File: config.mk
export PLATFORM = sky130hd
export DESIGN_NAME = mem_sys_sequencer_flat
export DESIGN_NICKNAME = d
export VERILOG_FILES = /design/src/rtl/mem_sys_sequencer_if.sv /design/src/rtl/mem_sys_sequencer.sv /design/src/flat_wrapper.sv
export SDC_FILE = /design/constraint.sdc
export NUM_CORES = 1
export LEC_CHECK = 0
export ABC_AREA = 1
export CAP_MARGIN = 20
export CORE_MARGIN = 4
export CORE_UTILIZATION = 40
export DETAILED_ROUTE_END_ITERATION = 8
export PLACE_DENSITY_LB_ADDON = 0.05
export RECOVER_POWER = 50
export REMOVE_ABC_BUFFERS = 1
export SLEW_MARGIN = 5
export SYNTH_ARGS = -nofsm -noshare
export SYNTH_HDL_FRONTEND = slang
export SYNTH_SLANG_ARGS = --single-unit
File: constraint.sdc
create_clock -name clk -period 1.6 [get_ports clk]
set_clock_uncertainty 0.2 [all_clocks]
set_input_delay 0.32 -clock clk [delete_from_list [all_inputs] [get_ports clk]]
set_output_delay 0.32 -clock clk [all_outputs]
set_load 0.01 [all_outputs]
File: src/rtl/mem_sys_sequencer_if.sv
// Control/status bundle between the sequencer and memory_system.
// The sequencer (master) drives every memory_system control input and
// reads back the IR contents plus the ALU zero/carry flags.
interface mem_sys_sequencer_if;
  logic [4:0] instruction;
  logic       Z;
  logic       C;
  logic       ir_sclr;
  logic       mar_sclr;
  logic       enaf;
  logic       bank_wr_en;
  logic       ir_en;
  logic       mar_en;
  logic       wr_rdn;
  logic       mdr_alu_n;
  logic       mdr_en;
  logic [2:0] selop;
  logic [1:0] shamt;
  logic [2:0] busB_addr;
  logic [2:0] busC_addr;

  modport master (
    input  instruction, Z, C,
    output ir_sclr, mar_sclr, enaf, bank_wr_en, ir_en, mar_en, wr_rdn,
           mdr_alu_n, mdr_en, selop, shamt, busB_addr, busC_addr
  );

  modport slave (
    output instruction, Z, C,
    input  ir_sclr, mar_sclr, enaf, bank_wr_en, ir_en, mar_en, wr_rdn,
           mdr_alu_n, mdr_en, selop, shamt, busB_addr, busC_addr
  );
endinterface

File: src/rtl/mem_sys_sequencer.sv
// Hardwired control FSM for memory_system: fetch (MAR <- PC, MDR <- mem,
// IR <- MDR, PC <- PC+1), decode, then one to three execute micro-steps.
// Outputs are decoded from the state register; DEC and XA additionally
// look at the IR contents (and DEC at the flags) in the same cycle.
module mem_sys_sequencer (
  input  logic                       clk,
  input  logic                       rst,
  input  logic                       start,
  mem_sys_sequencer_if.master        mem,
  output logic                       busy,
  output logic                       halted,
  output logic                       instr_done,
  output logic                       illegal_op
);

  localparam logic [2:0] OP_PASSB  = 3'b000;
  localparam logic [2:0] OP_INC    = 3'b001;
  localparam logic [2:0] ADDR_PC   = 3'd0;
  localparam logic [2:0] ADDR_DPTR = 3'd1;
  localparam logic [2:0] ADDR_A    = 3'd2;
  localparam logic [2:0] ADDR_TEMP = 3'd3;
  localparam logic [2:0] ADDR_ACC  = 3'd4;
  localparam logic [2:0] ADDR_MDR  = 3'd5;

  // Busy states occupy the contiguous range S_CLR..S_XJ.
  localparam logic [4:0] S_IDLE = 5'd0;
  localparam logic [4:0] S_CLR  = 5'd1;
  localparam logic [4:0] S_F0   = 5'd2;
  localparam logic [4:0] S_F1   = 5'd3;
  localparam logic [4:0] S_F2   = 5'd4;
  localparam logic [4:0] S_F3   = 5'd5;
  localparam logic [4:0] S_DEC  = 5'd6;
  localparam logic [4:0] S_L0   = 5'd7;
  localparam logic [4:0] S_L1   = 5'd8;
  localparam logic [4:0] S_L2   = 5'd9;
  localparam logic [4:0] S_S0   = 5'd10;
  localparam logic [4:0] S_S1   = 5'd11;
  localparam logic [4:0] S_S2   = 5'd12;
  localparam logic [4:0] S_XI   = 5'd13;
  localparam logic [4:0] S_XA   = 5'd14;
  localparam logic [4:0] S_XJ   = 5'd15;
  localparam logic [4:0] S_HALT = 5'd16;

  logic [4:0] state;
  logic [4:0] state_nxt;

  // State register; reset forces IDLE at once, even mid-instruction.
  // NOTE: sequential state uses non-blocking (<=) so every flop samples
  // pre-edge values; blocking here would create order-dependent races.
  always_ff @(posedge clk or negedge rst) begin
    if (!rst) state <= S_IDLE;
    else      state <= state_nxt;
  end

  // Next-state logic; DEC dispatches on the opcode and the current flags.
  // NOTE: the default assignment at the top of every always_comb keeps
  // each path fully specified, so no latch is inferred.
  always_comb begin
    state_nxt = S_IDLE;
    case (state)
      S_IDLE: state_nxt = start ? S_CLR : S_IDLE;
      S_CLR:  state_nxt = S_F0;
      S_F0:   state_nxt = S_F1;
      S_F1:   state_nxt = S_F2;
      S_F2:   state_nxt = S_F3;
      S_F3:   state_nxt = S_DEC;
      S_DEC: begin
        casez (mem.instruction)
          5'b00001: state_nxt = S_L0;
          5'b00010: state_nxt = S_S0;
          5'b00011: state_nxt = S_XI;
          5'b00101: state_nxt = mem.Z ? S_XJ : S_F0;
          5'b00110: state_nxt = mem.C ? S_XJ : S_F0;
          5'b01???: state_nxt = S_XA;
          5'b11111: state_nxt = S_HALT;
          default:  state_nxt = S_F0;  // NOP and undefined opcodes
        endcase
      end
      S_L0:   state_nxt = S_L1;
      S_L1:   state_nxt = S_L2;
      S_S0:   state_nxt = S_S1;
      S_S1:   state_nxt = S_S2;
      S_L2, S_S2, S_XI, S_XA, S_XJ: state_nxt = S_F0;
      S_HALT: state_nxt = S_HALT;
      default: state_nxt = S_IDLE;     // unused encodings recover
    endcase
  end

  // Control decode: everything low unless the current state asks for it.
  always_comb begin
    mem.ir_sclr    = 1'b0;
    mem.mar_sclr   = 1'b0;
    mem.enaf       = 1'b0;
    mem.bank_wr_en = 1'b0;
    mem.ir_en      = 1'b0;
    mem.mar_en     = 1'b0;
    mem.wr_rdn     = 1'b0;
    mem.mdr_alu_n  = 1'b0;
    mem.mdr_en     = 1'b0;
    mem.selop      = OP_PASSB;
    mem.shamt      = 2'b00;
    mem.busB_addr  = ADDR_PC;
    mem.busC_addr  = ADDR_PC;
    halted         = 1'b0;
    instr_done     = 1'b0;
    illegal_op     = 1'b0;
    case (state)
      S_CLR: begin
        mem.ir_sclr  = 1'b1;
        mem.mar_sclr = 1'b1;
      end
      S_F0, S_L0, S_S0: begin
        // MAR <- PC for fetch, MAR <- DPTR for load/store.
        mem.busB_addr = (state == S_F0) ? ADDR_PC : ADDR_DPTR;
        mem.mar_en    = 1'b1;
      end
      S_F1, S_L1: begin
        mem.mdr_alu_n = 1'b1;
        mem.mdr_en    = 1'b1;
      end
      S_F2: mem.ir_en = 1'b1;
      S_F3: begin
        mem.selop      = OP_INC;
        mem.bank_wr_en = 1'b1;
      end
      S_DEC: begin
        casez (mem.instruction)
          5'b00000, 5'b11111: instr_done = 1'b1;
          5'b00001, 5'b00010, 5'b00011, 5'b01???: instr_done = 1'b0;
          5'b00101: instr_done = ~mem.Z;
          5'b00110: instr_done = ~mem.C;
          default: begin
            illegal_op = 1'b1;
            instr_done = 1'b1;
          end
        endcase
      end
      S_L2: begin
        mem.busB_addr  = ADDR_MDR;
        mem.busC_addr  = ADDR_A;
        mem.bank_wr_en = 1'b1;
        instr_done     = 1'b1;
      end
      S_S1: begin
        mem.busB_addr = ADDR_ACC;
        mem.mdr_en    = 1'b1;
      end
      S_S2: begin
        mem.wr_rdn = 1'b1;
        instr_done = 1'b1;
      end
      S_XI: begin
        mem.busB_addr  = ADDR_DPTR;
        mem.busC_addr  = ADDR_DPTR;
        mem.selop      = OP_INC;
        mem.bank_wr_en = 1'b1;
        instr_done     = 1'b1;
      end
      S_XA: begin
        mem.busB_addr  = ADDR_TEMP;
        mem.busC_addr  = ADDR_ACC;
        mem.selop      = mem.instruction[2:0];
        mem.enaf       = 1'b1;
        mem.bank_wr_en = 1'b1;
        instr_done     = 1'b1;
      end
      S_XJ: begin
        mem.busB_addr  = ADDR_DPTR;
        mem.busC_addr  = ADDR_PC;
        mem.bank_wr_en = 1'b1;
        instr_done     = 1'b1;
      end
      S_HALT: halted = 1'b1;
      default: ;
    endcase
  end

  // Busy covers every state from CLR through the execute steps.
  assign busy = (state >= S_CLR) && (state <= S_XJ);

endmodule

File: src/flat_wrapper.sv
// flat-port wrapper written by rule: the top's interface ports become plain ports
module mem_sys_sequencer_flat 
  (clk, rst, start, busy, halted, instr_done, illegal_op, mem_instruction, mem_Z, mem_C, mem_ir_sclr, mem_mar_sclr, mem_enaf, mem_bank_wr_en, mem_ir_en, mem_mar_en, mem_wr_rdn, mem_mdr_alu_n, mem_mdr_en, mem_selop, mem_shamt, mem_busB_addr, mem_busC_addr);
  mem_sys_sequencer_if mem_i ();
  input  logic clk;
  input  logic rst;
  input  logic start;
  output logic busy;
  output logic halted;
  output logic instr_done;
  output logic illegal_op;
  input wire logic [$bits(mem_i.instruction)-1:0] mem_instruction;
  input wire logic [$bits(mem_i.Z)-1:0] mem_Z;
  input wire logic [$bits(mem_i.C)-1:0] mem_C;
  output wire logic [$bits(mem_i.ir_sclr)-1:0] mem_ir_sclr;
  output wire logic [$bits(mem_i.mar_sclr)-1:0] mem_mar_sclr;
  output wire logic [$bits(mem_i.enaf)-1:0] mem_enaf;
  output wire logic [$bits(mem_i.bank_wr_en)-1:0] mem_bank_wr_en;
  output wire logic [$bits(mem_i.ir_en)-1:0] mem_ir_en;
  output wire logic [$bits(mem_i.mar_en)-1:0] mem_mar_en;
  output wire logic [$bits(mem_i.wr_rdn)-1:0] mem_wr_rdn;
  output wire logic [$bits(mem_i.mdr_alu_n)-1:0] mem_mdr_alu_n;
  output wire logic [$bits(mem_i.mdr_en)-1:0] mem_mdr_en;
  output wire logic [$bits(mem_i.selop)-1:0] mem_selop;
  output wire logic [$bits(mem_i.shamt)-1:0] mem_shamt;
  output wire logic [$bits(mem_i.busB_addr)-1:0] mem_busB_addr;
  output wire logic [$bits(mem_i.busC_addr)-1:0] mem_busC_addr;
  assign mem_i.instruction = mem_instruction;
  assign mem_i.Z = mem_Z;
  assign mem_i.C = mem_C;
  assign mem_ir_sclr = mem_i.ir_sclr;
  assign mem_mar_sclr = mem_i.mar_sclr;
  assign mem_enaf = mem_i.enaf;
  assign mem_bank_wr_en = mem_i.bank_wr_en;
  assign mem_ir_en = mem_i.ir_en;
  assign mem_mar_en = mem_i.mar_en;
  assign mem_wr_rdn = mem_i.wr_rdn;
  assign mem_mdr_alu_n = mem_i.mdr_alu_n;
  assign mem_mdr_en = mem_i.mdr_en;
  assign mem_selop = mem_i.selop;
  assign mem_shamt = mem_i.shamt;
  assign mem_busB_addr = mem_i.busB_addr;
  assign mem_busC_addr = mem_i.busC_addr;
  mem_sys_sequencer u_core (.clk(clk), .rst(rst), .start(start), .mem(mem_i), .busy(busy), .halted(halted), .instr_done(instr_done), .illegal_op(illegal_op));
endmodule
==> impl_results.md <==
- Synth top cells by count: nand2_1, inv_1, nor2_1, nand3_1
- Number of flip-flops in the largest register: 5
- Syn Area/Cell: 5.621 um2
- Hold Slack: 140.7 ps
- Power Total: 1.946 mW
- All-layer global routing usage: 24.35%
- Worst IR Drop VDD: 0.0009529 V
- CP max-delay cell: dfrtp_1
- Finish-stage setup viols: 25
- Int Pwr: 1.051 mW
- WP buf/inv: 2
- WL per Instance: 12.63 um
- Violated checks: setup timing
- Max cap viols: 0
- Clk Latency, worst-skew pair: 260 ps
- DRC viols: 0
- # diodes: 0
- CTS Sinks: 5
- CP dominant cell by count: nand2_1
- Slowest Stage Delay on Critical Path: 380 ps
- Mapped Area: 719.4 um2
- I/O pin cnt: 34
- First drt pass iteration count: 4
- Pre-CTS WS: -932.2 ps
- P&R area growth vs syn: 104.2%
- Fin crit share: 126.3%
- Largest reg by FF count: u_core.state
- Routed vias: 1132
- Post-route ant nets: 0
- RD Place Congestion: 0.9162
- Crit path kind: reg -> out
- Worst r2r src: u_core.state[0]
- Top-area cell type share of the netlist area: 17.39%
- Final Hold Vio Count: 0
- CP Launch Type: flop
- Clk buf depth: 2
- DIE WIDTH: 50.41 um
- Initial DRC count: 15
- Die ar.: 2541 um2
- Vias in the first global route: 1139
- First-pass GRT wire length: 4795 um
- WP data arrival: 1500 ps
- Synth area leaders: dfrtp_1, nand2_1, inv_1, nor2_1, nand3_1
- Most common cell in the netlist: nand2_1
- Final HPWL DP: 1923 um
- FMAX: 0.4950 GHz
- CTS Root Cell: clkbuf_4
- R2R Setup Slk: -120 ps
- Seq pwr share: 12.0%
- Pwr/cell area: 1325 nW/um2
- RSZ-0062 raised after global routing: true
- Fin nets: 218
- Worst-path cell chain: inv_2, nand2_2, nor2_4, nand2_1, and2_4, nand2_1, clkdlybuf4s15_2
- Largest net degree at the start of global routing: 7
- Post-synthesis sequential area ratio: 17.39%
- H-tree depth reported by CTS: 1
- Post-synth top area cell: dfrtp_1
- Sum of negative setup slack: -6677 ps
- # rows: 15
- Post-synth EDFFs: 0
- Die height: 50.41 um
- Routed Wire Length: 2930 um
- Worst Setup End Kind: output pin
- Synthesized flop and latch total: 5
- Remaining global-route overflow: 0
- Worst-path clk slew: 50 ps
- Fin util: 86.01%
- Syn Inst Count: 128
- Gate power share: 79.9%
- CP Data Required Time: 1080 ps
- R2R cell count: 10
- Slew Limit Fails: 0
- Top Family by Delay on Critical Path: simple AND/OR/NAND/NOR gates
- Crit Reg-Reg Endpoint: u_core.state[0]
- Prevailing post-synth register cell: dfrtp_1
- Clock power frac: 8.1%
- Yosys warns: 0
- Sw Share: 46.01%
- Post-synthesis cell type count: 22
- Port Buffers: 31
- Min cycle time layout: 2020 ps
- Worst setup margin: -420.0 ps
- Psw: 0.8952 mW
- FFs w/ async S/R, synth: 100.0%
- Core area: 1708 um2
- Hold WC Path Type: in -> async
- CTS tree: yes
- Vias per std cell: 4.879
- Initial antenna violation count: 0
- # hold bufs at CTS: 0
- Crit-path max FO: 4
- Share of cells above drive strength 1: 57.49%
- Leak Pwr: 0.8854 nW
- Top Registers: u_core.state x5
- CTS Buf Count: 3
- Starting density of the core: 42.12%
- Status: finished with violations
-- cells in the final DEF (no fill, tap or decap), types with 2 or more instances in the layout --
cell	count
buf_4	38
nand2_1	28
inv_1	14
buf_2	14
buf_6	12
nand3_1	11
nor2_1	11
inv_2	10
nand2_2	9
nor2_4	7
nor2_2	7
nand4_1	6
clkbuf_2	4
dfrtp_1	4
clkbuf_4	3
clkdlybuf4s50_1	3
clkdlybuf4s15_2	3
nand2_4	2
nor3_2	2
conb_1	2
dlygate4sd2_1	2
-- metal layers --
layer	routed length, um	up-vias	GRT usage, %
met2	1592	42	45.87
met1	1106	526	25.72
met3	141	13	4.154
met5	0	-	0
met4	89	0	11.66
li1	-	551	-
-- stage by stage --
stage / cell area [um2] / cells
after floorplan: 693.2 / 125
after global placement: 1260 / 211
after detailed placement: 1260 / 211
after CTS: 1399 / 228
after global routing: 1469 / 232
final: 1469 / 232
-- worst register-to-register path: stages (launching register included) --
cell     delay [ps]
dfrtp_1         420
nor2_2           80
buf_4           140
buf_4           130
nand2_2          60
buf_4           100
buf_4            90
buf_4            90
nand2_1          40
nor2_1          150
nand3_1         110
-- how the worst max path moves through the flow --
stage	from	end	slack (ps)	cells past startpoint
finish	u_core.state[4]	mem_mar_en	-420	7
global route	u_core.state[4]	mem_mdr_en	-490	8
CTS	u_core.state[0]	mem_mar_en	-350	7
detailed placement	mem_instruction[1]	instr_done	-930	10
global placement	mem_instruction[0]	instr_done	-900	10
floorplan	u_core.state[4]	illegal_op	-40	5
-- cell families after synthesis --
group           Yosys count  share of synthesized area (%)
simple gates             89                          61.57
flops                     5                          17.39
compound gates            4                          3.304
buf+inv                  29                          17.22
other cells               1                         0.5212
-- cell type report --
cell class	instances	area (um2)
clock buffers	4	26.28
fillers	102	239.0
inverters	25	96.34
multi-input cells	95	566.8
flip-flops and latches	5	126.4
well taps	25	31.28
repair buffers	78	621.8
-- power groups by stage --
stage                     clock network (mW)  logic (mW)  registers [mW]
after detailed placement                   0        1.14           0.220
after global placement                     0        1.13           0.217
after global routing                   0.176        1.66           0.237
after CTS                              0.163        1.35           0.231
final                                  0.158        1.55           0.233
after floorplan                            0       0.504           0.223
-- timing repair --
action / 4_1_cts / 5_1_grt
pin swaps: 12 / 8
setup buffers: 14 / 4
gates resized for setup: 117 / 22
endpoints found under the setup margin: 25 / 25
(Power assumes the default switching activity.)
